[src/rtl/mem_wb_stage_if.sv]
`default_nettype none
// ============================================================================
// Module   : mem_wb_stage_if
// Purpose  : MEM-stage capture bus and WB register-file write port bundle.
// Revision : 1.0  initial release
// ============================================================================
interface mem_wb_stage_if #(
    parameter int COUNT_W = 32
);
    logic               stall;
    logic               flush;
    logic               mem_valid;
    logic [31:0]        mem_alu_result;
    logic [31:0]        mem_read_data;
    logic [4:0]         mem_rd;
    logic               mem_reg_wr;
    logic               mem_to_reg;
    logic [2:0]         mem_load_type;
    logic [31:0]        busW;
    logic [4:0]         RW;
    logic               RegWr;
    logic               wb_valid;
    logic               misalign;
    logic [COUNT_W-1:0] instret;

    modport master (
        output stall, flush, mem_valid, mem_alu_result, mem_read_data,
               mem_rd, mem_reg_wr, mem_to_reg, mem_load_type,
        input  busW, RW, RegWr, wb_valid, misalign, instret
    );

    modport slave (
        input  stall, flush, mem_valid, mem_alu_result, mem_read_data,
               mem_rd, mem_reg_wr, mem_to_reg, mem_load_type,
        output busW, RW, RegWr, wb_valid, misalign, instret
    );
endinterface
`default_nettype wire

[src/rtl/mem_wb_stage.sv]
`default_nettype none
// ============================================================================
// Module   : mem_wb_stage
// Purpose  : MEM/WB pipeline register, load extension/alignment and writeback
//            port. Macro MEM_WB_LOAD_EXT_EN enables byte/half load extraction.
// Revision : 1.0  initial release
// ============================================================================
module mem_wb_stage #(
    parameter int COUNT_W        = 32,
    parameter int ADDR_LSB_CHECK = 1
) (
    input  wire logic     clk,
    input  wire logic     rst,
    mem_wb_stage_if.slave bus
);

    logic               r_valid;
    logic [31:0]        r_alu;
    logic [31:0]        r_data;
    logic [4:0]         r_rd;
    logic               r_reg_wr;
    logic               r_to_reg;
    logic [COUNT_W-1:0] r_instret;
`ifdef MEM_WB_LOAD_EXT_EN
    logic [2:0]         r_load_type;
`else
    logic               w_unused_load_type;
    assign w_unused_load_type = ^bus.mem_load_type;
`endif

    logic [31:0] w_busw;
    logic        w_is_word;
    logic        w_is_half;
    logic        w_misalign;

    always_ff @(posedge clk or posedge rst) begin
        if (rst) begin
            r_valid     <= 1'b0;
            r_alu       <= 32'd0;
            r_data      <= 32'd0;
            r_rd        <= 5'd0;
            r_reg_wr    <= 1'b0;
            r_to_reg    <= 1'b0;
            r_instret   <= '0;
`ifdef MEM_WB_LOAD_EXT_EN
            r_load_type <= 3'd0;
`endif
        end else begin
            if (bus.flush) begin
                r_valid <= 1'b0;
            end else if (!bus.stall) begin
                r_valid     <= bus.mem_valid;
                r_alu       <= bus.mem_alu_result;
                r_data      <= bus.mem_read_data;
                r_rd        <= bus.mem_rd;
                r_reg_wr    <= bus.mem_reg_wr;
                r_to_reg    <= bus.mem_to_reg;
`ifdef MEM_WB_LOAD_EXT_EN
                r_load_type <= bus.mem_load_type;
`endif
            end
            // The outgoing entry retires whenever it is released, flush or not.
            if (r_valid && !bus.stall) begin
                r_instret <= r_instret + COUNT_W'(1);
            end
        end
    end

`ifdef MEM_WB_LOAD_EXT_EN
    localparam logic [2:0] c_LT_LB  = 3'b001;
    localparam logic [2:0] c_LT_LBU = 3'b010;
    localparam logic [2:0] c_LT_LH  = 3'b011;
    localparam logic [2:0] c_LT_LHU = 3'b100;

    logic [7:0]  w_byte;
    logic [15:0] w_half;

    always_comb begin
        w_byte = 8'd0;
        case (r_alu[1:0])
            2'd0:    w_byte = r_data[31:24];
            2'd1:    w_byte = r_data[23:16];
            2'd2:    w_byte = r_data[15:8];
            default: w_byte = r_data[7:0];
        endcase
        w_half = r_alu[1] ? r_data[15:0] : r_data[31:16];
    end

    always_comb begin
        w_is_word = 1'b1;
        w_is_half = 1'b0;
        w_busw    = r_data;
        case (r_load_type)
            c_LT_LB: begin
                w_is_word = 1'b0;
                w_busw    = {{24{w_byte[7]}}, w_byte};
            end
            c_LT_LBU: begin
                w_is_word = 1'b0;
                w_busw    = {24'd0, w_byte};
            end
            c_LT_LH: begin
                w_is_word = 1'b0;
                w_is_half = 1'b1;
                w_busw    = {{16{w_half[15]}}, w_half};
            end
            c_LT_LHU: begin
                w_is_word = 1'b0;
                w_is_half = 1'b1;
                w_busw    = {16'd0, w_half};
            end
            default: begin
                w_is_word = 1'b1;
                w_busw    = r_data;
            end
        endcase
        if (!r_to_reg) begin
            w_busw = r_alu;
        end
    end
`else
    always_comb begin
        w_is_word = 1'b1;
        w_is_half = 1'b0;
        w_busw    = r_to_reg ? r_data : r_alu;
    end
`endif

    assign w_misalign = r_valid && r_to_reg && (ADDR_LSB_CHECK != 0) &&
                        ((w_is_word && (r_alu[1:0] != 2'b00)) ||
                         (w_is_half && r_alu[0]));

    assign bus.busW     = w_busw;
    assign bus.RW       = r_rd;
    assign bus.RegWr    = r_valid && r_reg_wr && (r_rd != 5'd0) && !w_misalign;
    assign bus.wb_valid = r_valid;
    assign bus.misalign = w_misalign;
    assign bus.instret  = r_instret;

endmodule
`default_nettype wire
[src/flat_wrapper.sv]
// flat-port wrapper written by rule: the top's interface ports become plain ports
module mem_wb_stage_flat 
#(
    parameter int COUNT_W        = 32,
    parameter int ADDR_LSB_CHECK = 1
)
  (clk, rst, bus_stall, bus_flush, bus_mem_valid, bus_mem_alu_result, bus_mem_read_data, bus_mem_rd, bus_mem_reg_wr, bus_mem_to_reg, bus_mem_load_type, bus_busW, bus_RW, bus_RegWr, bus_wb_valid, bus_misalign, bus_instret);
  mem_wb_stage_if #(.COUNT_W(COUNT_W)) bus_i ();
  input  wire logic clk;
  input  wire logic rst;
  input wire logic [$bits(bus_i.stall)-1:0] bus_stall;
  input wire logic [$bits(bus_i.flush)-1:0] bus_flush;
  input wire logic [$bits(bus_i.mem_valid)-1:0] bus_mem_valid;
  input wire logic [$bits(bus_i.mem_alu_result)-1:0] bus_mem_alu_result;
  input wire logic [$bits(bus_i.mem_read_data)-1:0] bus_mem_read_data;
  input wire logic [$bits(bus_i.mem_rd)-1:0] bus_mem_rd;
  input wire logic [$bits(bus_i.mem_reg_wr)-1:0] bus_mem_reg_wr;
  input wire logic [$bits(bus_i.mem_to_reg)-1:0] bus_mem_to_reg;
  input wire logic [$bits(bus_i.mem_load_type)-1:0] bus_mem_load_type;
  output wire logic [$bits(bus_i.busW)-1:0] bus_busW;
  output wire logic [$bits(bus_i.RW)-1:0] bus_RW;
  output wire logic [$bits(bus_i.RegWr)-1:0] bus_RegWr;
  output wire logic [$bits(bus_i.wb_valid)-1:0] bus_wb_valid;
  output wire logic [$bits(bus_i.misalign)-1:0] bus_misalign;
  output wire logic [$bits(bus_i.instret)-1:0] bus_instret;
  assign bus_i.stall = bus_stall;
  assign bus_i.flush = bus_flush;
  assign bus_i.mem_valid = bus_mem_valid;
  assign bus_i.mem_alu_result = bus_mem_alu_result;
  assign bus_i.mem_read_data = bus_mem_read_data;
  assign bus_i.mem_rd = bus_mem_rd;
  assign bus_i.mem_reg_wr = bus_mem_reg_wr;
  assign bus_i.mem_to_reg = bus_mem_to_reg;
  assign bus_i.mem_load_type = bus_mem_load_type;
  assign bus_busW = bus_i.busW;
  assign bus_RW = bus_i.RW;
  assign bus_RegWr = bus_i.RegWr;
  assign bus_wb_valid = bus_i.wb_valid;
  assign bus_misalign = bus_i.misalign;
  assign bus_instret = bus_i.instret;
  mem_wb_stage #(.COUNT_W(COUNT_W), .ADDR_LSB_CHECK(ADDR_LSB_CHECK)) u_core (.clk(clk), .rst(rst), .bus(bus_i));
endmodule
[config.mk]
export PLATFORM = sky130hd
export DESIGN_NAME = mem_wb_stage_flat
export DESIGN_NICKNAME = d
export VERILOG_FILES = /design/src/rtl/mem_wb_stage_if.sv /design/src/rtl/mem_wb_stage.sv /design/src/flat_wrapper.sv
export SDC_FILE = /design/constraint.sdc
export NUM_CORES = 1
export LEC_CHECK = 0
export CAP_MARGIN = 10
export CORE_MARGIN = 4
export CORE_UTILIZATION = 45
export DETAILED_ROUTE_END_ITERATION = 7
export PLACE_DENSITY = 0.79
export SLEW_MARGIN = 0
export SYNTH_ARGS = -nofsm -noshare
export SYNTH_HDL_FRONTEND = slang
export SYNTH_SLANG_ARGS = --single-unit
[constraint.sdc]
create_clock -name clk -period 8.6 [get_ports clk]
set_input_delay 2.58 -clock clk [delete_from_list [all_inputs] [get_ports clk]]
set_output_delay 2.58 -clock clk [all_outputs]
set_load 0.05 [all_outputs]
# ---- After elaboration in Yosys (flattened, before gate mapping)
# Index checks and enable logic that the tools add are counted.
dict set report classes {
  bitwise 2
  eq_ne 1
  muxes 3
  add_sub_neg 1
  reduce_logical 11
}
# operator count
set op_table {}
lappend op_table {{$add A32 B1 Y32 const B} 1}
lappend op_table {{$mux W32} 1}
lappend op_table {{$logic_and A1 B1 Y1} 6}
lappend op_table {{$reduce_bool A5 Y1} 1}
lappend op_table {{$logic_not A1 Y1} 2}
lappend op_table {{$mux W1} 2}
lappend op_table {{$ne A2 B1 Y1 const B} 1}
lappend op_table {{$not A1 Y1} 2}
lappend op_table {{$reduce_and A2 Y1} 1}
lappend op_table {{$reduce_bool A2 Y1} 1}
dict set report word_totals {
  in_bits 79
  register_bits 104
}

# ---- Logic depth before layout (Yosys ltp)
# Gate-level depths: netlist (run 1).
dict set report logic_depth {
  ltp_word 4
  ltp_mapped 5
  ltp_nobuf 5
}

# ---- Least setup slack after synthesis (run 1)
# No wires, ideal clock.
dict set report synth_path {
  kind {flip-flop to output port}
  start {reg u_core.r_to_reg}
  end {out bus_RegWr}
  arrival_time_ns 1.748
  slack_ns 4.272
  stages_incl_launch_ff 6
  required_ns 6.020
  cell_sequence {dfrtp_1 > clkbuf_1 > clkbuf_1 > o21ai_0 > nand3_1 > a21oi_1}
}
dict set report synth_between {
  elab_chain_len 4
}
# element line
set synth_rtl {}
lappend synth_rtl {{from (decl)} mem_wb_stage.sv:22} ;# logic r_to_reg;
lappend synth_rtl {{from (signal assigned)} mem_wb_stage.sv:57} ;# r_to_reg <= bus.mem_to_reg;
lappend synth_rtl {{$logic_and A1 B1 Y1 (2 in series)} mem_wb_stage.sv:129} ;# assign w_misalign = r_valid && r_to_reg && (ADDR_LSB_CHECK != 0) &&
lappend synth_rtl {{$logic_not A1 Y1} mem_wb_stage.sv:135} ;# assign bus.RegWr = r_valid && r_reg_wr && (r_rd != 5'd0) && !w_misalign;
lappend synth_rtl {{$logic_and A1 B1 Y1} mem_wb_stage.sv:135}
lappend synth_rtl {{to (decl)} flat_wrapper.sv:22} ;# output wire logic [$bits(bus_i.RegWr)-1:0] bus_RegWr;
# No other way between the ends.

# ---- Worst setup path after layout (run 1)
dict set report layout_path {
  start {reg u_core.r_to_reg}
  end {out bus_busW[22]}
}
dict set report layout_between {
  elab_chain_len 1
}
# element line
set layout_rtl {}
lappend layout_rtl {{$mux W32} mem_wb_stage.sv:125} ;# w_busw = r_to_reg ? r_data : r_alu;
lappend layout_rtl {{to (decl)} flat_wrapper.sv:20} ;# output wire logic [$bits(bus_i.busW)-1:0] bus_busW;
# No other way between the ends.

==> out/qor_table.md, run 1 <==
| Item | Reported | Unit |
|:---|:---|:---|
| Post-synthesis sequential area ratio | 0.576 | - |
| Clock transition time at the flip-flop clock pins of the worst setup and hold paths | 100 | ps |
| Area fraction of the dominant cell type after synthesis | 0.576 | - |
| Number of detailed-route iterations in the first pass | 4 | - |
| Placement Setup Slack | 3670 | ps |
| Final hold violations | 0 | - |
| Setup slack of the critical path after layout | 3330 | ps |
| Internal reg-to-reg setup slack | 6370 | ps |
| Global-route track usage on met1 | 0.206 | - |
| Max Freq | 190 | MHz |
| TritonCTS sink count | 104 | - |
| Cell Rows | 36 | - |
| Cts bufs inserted | 9 | - |
| DRC marker count from the first detailed-route iteration | 102 | - |
| Path depth of the worst reg2reg path | 4 | - |
| HPWL after DPL | 7530 | um |
| Die outline area | 11700 | um2 |
| Global route hottest layer | met2 | - |
| Clock Path Buffers | 2 | - |
| Post-synth EDFFs | 0 | - |
| Sort of element at the end of the critical path | primary output | - |
| Total GRT Usage | 0.182 | - |
| Unrepaired setup endpoints after global routing | no | - |
| Type of the worst setup path | flip-flop to primary output | - |
| Cell count after synthesis | 315 | - |
| Total standard cell area after synthesis | 4520 | um2 |
| Inserted Diodes | 0 | - |
| Final Routed Wirelength | 10200 | um |
| Number of maximum-capacitance constraint violations | 0 | - |
| Source of the critical timing path | u_core.r_to_reg | - |
| Arrival @ worst endpoint | 2690 | ps |
| Worst Hold Depth | 1 | - |
| Power density cells | 213 | nW/um2 |
| Post-route DRC violation count | 0 | - |
| Worst R2R Start | u_core.bus.instret[2] | - |
| Total vias in the final route | 3045 | - |
| R2R Path End | u_core.bus.instret[21] | - |
| WL/cell | 16.9 | um |
| Lkg Pwr | 2.64 | nW |
| Count of filler cells inserted in the layout | 763 | - |
| Met2 track utilization from global routing | 0.306 | - |
| Launch instance of the worst min-delay path | u_core.bus.instret[31] | - |
| Post-layout power | 1.35 | mW |
| Nature of the critical path startpoint | flip-flop | - |
| Area leader, netlist | dfrtp_1 | - |
| Synthesis-to-finish area growth | 40.5 | % |
| DIE HEIGHT | 108 | um |
| Proportion of synthesized flip-flops having asynchronous set or reset | 1.00 | - |
| Effective utilization at floorplan | 0.462 | - |
| Slew Limit Headroom | 0.266 | - |
| First-pass GRT wire length | 16600 | um |
| Slew at the pin with the worst max-slew slack | 1090 | ps |
| Number of buffers added to fix hold violations after cts | 0 | - |
| Setup skew after layout | 11.1 | ps |
| Number of top-level design ports | 151 | - |
| Avg Vias per Cell | 5.06 | - |
| Count of buffers added by post-CTS timing repair for setup | 0 | - |
| ANT nets after route | 0 | - |
| Maximum number of pins on one net before global-route repair | 65 | - |
| Mean instance size in the synthesized netlist | 14.3 | um2 |
| Post-synthesis net count | 395 | - |
| Final GP Congestion | 0.799 | - |
| Dominant cells by area after synthesis | dfrtp_1, mux2_2, xnor2_1 | - |
| Number of warnings printed during yosys synthesis | 0 | - |
| Latest clock arrival within the worst-skew pair | 360 | ps |
| Critical path fanouts, max | 21 | - |
| Fraction of the cycle the final worst path needs | 0.613 | - |
| Run status | finished clean | - |
| Most used flip-flop cell after synthesis | dfrtp_1 | - |
| Cell at the root of the clock tree | clkbuf_8 | - |
| Clock tree from TritonCTS | yes | - |
| Initial antenna violation count | 0 | - |
| Minimum period implied by the final worst setup slack | 5270 | ps |
| Resized Gates After CTS | 0 | - |
| Classification of the worst-slack hold path | flip-flop to flip-flop | - |
| Worst Hold Path EP | u_core.bus.instret[31] | - |
| Share of layout cells above drive strength 1 | 0.286 | - |
| Std-Cell Core Area | 9770 | um2 |
| Horizontal die dimension | 108 | um |
| H-tree depth | 3 | - |
| Req. time, crit path | 6020 | ps |
| Met3 capacity usage during global routing | 0.0913 | - |
| Buffers on Ports | 147 | - |
| Total global routing overflow | 0 | - |
| Maximum vdd ir drop | 0.173 | mV |
| Final #Nets | 544 | - |
| Max Slew Vio Count | 0 | - |
| Number of distinct library cells after synthesis | 27 | - |
| Sum of negative setup slack | 0 | ps |
| Via count of the first global-routing pass | 3388 | - |
| Register bit count reported by yosys | 104 | - |
| Number of setup violations in the final report | 0 | - |
-- placed cells by master, fill, tap and decap left out, types with 2 or more instances in the layout --
| master | netlist | layout |
|---|---|---|
| and4_1 | 2 | 2 |
| inv_1 | 3 | 2 |
| buf_4 | 1 | 3 |
| nor3_1 | 2 | 2 |
| nand4_1 | 9 | 9 |
| nand3_1 | 13 | 13 |
| nand2_1 | 9 | 9 |
| mux2_2 | 104 | 104 |
| and4_2 | 2 | 2 |
| nor2_1 | 9 | 8 |
| nor4_4 | 2 | 2 |
| xor2_1 | 5 | 5 |
| dfrtp_1 | 104 | 104 |
| nand4_2 | 2 | 2 |
| clkbuf_8 | 0 | 12 |
| xnor2_1 | 26 | 26 |
| clkdlybuf4s50_1 | 0 | 147 |
| and3_1 | 3 | 3 |
-- logic make-up after synthesis --
group                    Yosys count  share of synthesized area
AO/OA/AOI/OAI                      2                    0.00221
XOR/XNOR                          31                     0.0601
adder cells (fa/ha/maj)            1                    0.00277
buffers and inverters             15                     0.0155
flip-flops                       104                      0.576
multiplexers                     105                      0.261
AND/OR/NAND/NOR                   57                     0.0820
-- where the power goes --
part           switching (mW)  total (mW)  internal, mW
Clock                   0.161       0.319         0.159
Combinational           0.250       0.440         0.189
Sequential             0.0435       0.591         0.547
-- synth_stat cells (2+ instances only) --
| cell type | count |
|---|---|
| inv_1 | 3 |
| nor3_1 | 2 |
| xnor2_1 | 26 |
| dfrtp_1 | 104 |
| buf_2 | 8 |
| and4_1 | 2 |
| nand4_1 | 9 |
| nand2_1 | 9 |
| nor2_1 | 9 |
| mux2_2 | 104 |
| nor4_4 | 2 |
| xor2_1 | 5 |
| nand3_1 | 13 |
| and4_2 | 2 |
| nand4_2 | 2 |
| and3_1 | 3 |
| clkbuf_1 | 2 |
-- per-layer routing --
layer	vias up	routed length, um	share of wire
met4	0	129	0.013
li1	1411	-	-
met5	-	0	0
met3	11	1140	0.11
met1	1513	3960	0.39
met2	110	4930	0.48
-- worst max-delay path by stage --
stage                                  end  slack, ps  cells past startpoint
global placement              bus_misalign       3660                      4
global route                  bus_misalign       3160                      4
finish                        bus_busW[22]       3330                      3
CTS                           bus_misalign       3260                      4
detailed placement  u_core.bus.instret[21]       3670                      5
floorplan                 u_core.bus.RW[0]       3290                      1
-- worst max-delay path, stage by stage, from the launching register on --
cell,delay (ps)
dfrtp_1,800
buf_4,410
mux2_2,400
clkdlybuf4s50_1,710
-- per-stage QoR --
stage | instance area [um2] | utilization | hold slack [ps] | std cells
2_1_floorplan | 4520 | - | 475 | 315
3_3_place_gp | 6130 | 0.627 | 465 | 586
3_5_place_dp | 6130 | 0.627 | 477 | 586
4_1_cts | 6350 | 0.649 | 491 | 602
5_1_grt | 6350 | 0.649 | 526 | 602
6_report | 6350 | 0.649 | 490 | 602
-- layout make-up --
| class | count | area [um2] | area share |
|---|---|---|---|
| sequential | 104 | 2600 | 0.410 |
| timing repair buffer | 150 | 1490 | 0.235 |
| clock buffer | 12 | 165 | 0.0260 |
| clock inverter | 4 | 51.3 | 0.00808 |
| tap | 133 | 166 | 0.0262 |
| multi-input combinational | 196 | 1850 | 0.292 |
| inverter | 3 | 13.8 | 0.00217 |
No activity file was read; power rests on OpenSTA's default activity.
==> run 2: changes to the inputs <==
- clock period: 8.6 -> 5.5 ns (I/O delays scaled with it)
==> run 2 against run 1 <==
Against the previous run:
- cell area down 0.63%
- final cell count down 0.17%
- setup slack worse by 2000 ps
- critical path depth unchanged
- die area unchanged
==> out/qor_table.md, run 2 (synthesized netlist as in run 1, its figures left out) <==
| Item | Reported | Unit |
|:---|:---|:---|
| Final core utilization | 0.645 | - |
| Avg Vias per Cell | 5.03 | - |
| Sort of element at the end of the critical path | primary output | - |
| Area of the multi-input gates | 1850 | um2 |
| Critical path's largest stage delay | 730 | ps |
| Final #Nets | 545 | - |
| Number of maximum-capacitance constraint violations | 0 | - |
| Resized Gates After CTS | 0 | - |
| First-pass GRT wire length | 16000 | um |
| Worst R2R Start | u_core.bus.wb_valid | - |
| Number of detailed-route iterations in the first pass | 4 | - |
| Critical path's slowest cell | clkdlybuf4s50_1 | - |
| Number of buffers added to fix hold violations after cts | 0 | - |
| Cts bufs inserted | 9 | - |
| Worst Hold Depth | 1 | - |
| H-tree depth | 3 | - |
| Count of buffers added by post-CTS timing repair for setup | 0 | - |
| Final hold violations | 0 | - |
| DIE HEIGHT | 108 | um |
| Slew at the pin with the worst max-slew slack | 1010 | ps |
| Final Routed Wirelength | 9870 | um |
| Maximum vdd ir drop | 0.204 | mV |
| Max Freq | 242 | MHz |
| Minimum period implied by the final worst setup slack | 4130 | ps |
| Clock transition time at the flip-flop clock pins of the worst setup and hold paths | 80 | ps |
| Sum of negative setup slack | 0 | ps |
| Classification of the worst-slack hold path | flip-flop to flip-flop | - |
| Cell at the root of the clock tree | clkbuf_8 | - |
| Internal reg-to-reg setup slack | 3400 | ps |
| Lkg Pwr | 2.62 | nW |
| Nature of the critical path startpoint | flip-flop | - |
| Critical path fanouts, max | 26 | - |
| Buffers on Ports | 147 | - |
| Slew Limit Headroom | 0.323 | - |
| Run status | finished clean | - |
| Horizontal die dimension | 108 | um |
| Cell Rows | 36 | - |
| TritonCTS sink count | 104 | - |
| Worst Hold Path EP | u_core.bus.instret[31] | - |
| Final GP Congestion | 0.809 | - |
| Clock Path Buffers | 2 | - |
| Unrepaired setup endpoints after global routing | no | - |
| ANT nets after route | 0 | - |
| Std-Cell Core Area | 9770 | um2 |
| Die outline area | 11700 | um2 |
| Max Slew Vio Count | 0 | - |
| Post-route DRC violation count | 0 | - |
| Synthesis-to-finish area growth | 39.6 | % |
| Latest clock arrival within the worst-skew pair | 350 | ps |
| HPWL after DPL | 7380 | um |
| Maximum number of pins on one net before global-route repair | 61 | - |
| Count of filler cells inserted in the layout | 775 | - |
| Share of layout cells above drive strength 1 | 0.276 | - |
| Req. time, crit path | 3850 | ps |
| Total global routing overflow | 0 | - |
| R2R Path End | u_core.bus.instret[29] | - |
| Launch instance of the worst min-delay path | u_core.bus.instret[31] | - |
| Fraction of the cycle the final worst path needs | 0.750 | - |
| Total vias in the final route | 3023 | - |
| Register cell area after layout | 2600 | um2 |
| WL/cell | 16.4 | um |
| Setup skew after layout | 2.71 | ps |
| Power density cells | 325 | nW/um2 |
| Most common library cell in the layout ignoring fill and taps | clkdlybuf4s50_1 | - |
| Number of setup violations in the final report | 0 | - |
| Clock tree from TritonCTS | yes | - |
| DRC marker count from the first detailed-route iteration | 67 | - |
| Inserted Diodes | 0 | - |
| Initial antenna violation count | 0 | - |
| Commonest cells after routing, fill and taps aside | clkdlybuf4s50_1, mux2_2, dfrtp_1, xnor2_1, nand3_1 | - |
| Effective utilization at floorplan | 0.462 | - |
| Via count of the first global-routing pass | 3270 | - |
| Total GRT Usage | 0.176 | - |
| Arrival @ worst endpoint | 2480 | ps |
| Number of top-level design ports | 151 | - |
| Type of the worst setup path | flip-flop to primary output | - |
| Path depth of the worst reg2reg path | 4 | - |
| Chain of cells forming the critical path | buf_4, mux2_2, clkdlybuf4s50_1 | - |
-- run 2: power breakdown --
| group | internal, mW | switching, mW | total, mW |
|---|---|---|---|
| Clock | 0.207 | 0.227 | 0.434 |
| Combinational | 0.297 | 0.394 | 0.691 |
| Sequential | 0.856 | 0.0652 | 0.921 |
| Total | 1.36 | 0.687 | 2.05 |
-- run 2: worst max-delay path by stage --
| stage | startpoint | cells after the start | slack, ps | to |
|---|---|---|---|---|
| detailed placement | bus_stall | 5 | 1560 | u_core.bus.instret[29] |
| finish | u_core.r_to_reg | 3 | 1370 | bus_busW[18] |
| floorplan | rst | 1 | 1120 | u_core.bus.RW[0] |
| CTS | u_core.r_to_reg | 3 | 1300 | bus_busW[6] |
| global placement | bus_stall | 5 | 1560 | u_core.bus.instret[21] |
| global route | u_core.r_to_reg | 3 | 1250 | bus_busW[2] |
-- run 2: worst max-delay path: cells and delay by family, from the launching register on --
family / cells / cell delay, ps
mux: 1 / 380
buf+inv: 2 / 1160
flops: 1 / 580
-- run 2: cell type report --
class                           instances  share of cell area
Sequential cell                       104               0.413
Multi-Input combinational cell        196               0.294
Timing Repair Buffer                  151               0.238
Tap cell                              133              0.0264
Clock buffer                           13              0.0220
Clock inverter                          1             0.00476
Inverter                                3             0.00218
-- run 2: through the flow --
stage	worst slack [ps]	hold slack (ps)	area [um2]	instances	power (mW)
after floorplan	1120	475	4520	315	1.38
after global placement	1560	459	6140	587	1.62
after detailed placement	1560	482	6140	587	1.63
after CTS	1300	494	6310	601	2.08
after global routing	1250	518	6310	601	2.14
final	1370	494	6310	601	2.05
-- run 2: routing by layer --
layer  up-vias  global-route usage  share of wire
li1       1411                   -              -
met1      1489               0.211           0.41
met2       108               0.278           0.46
met3        15              0.0818           0.11
met4         0              0.0685          0.021
met5         -                   0              0
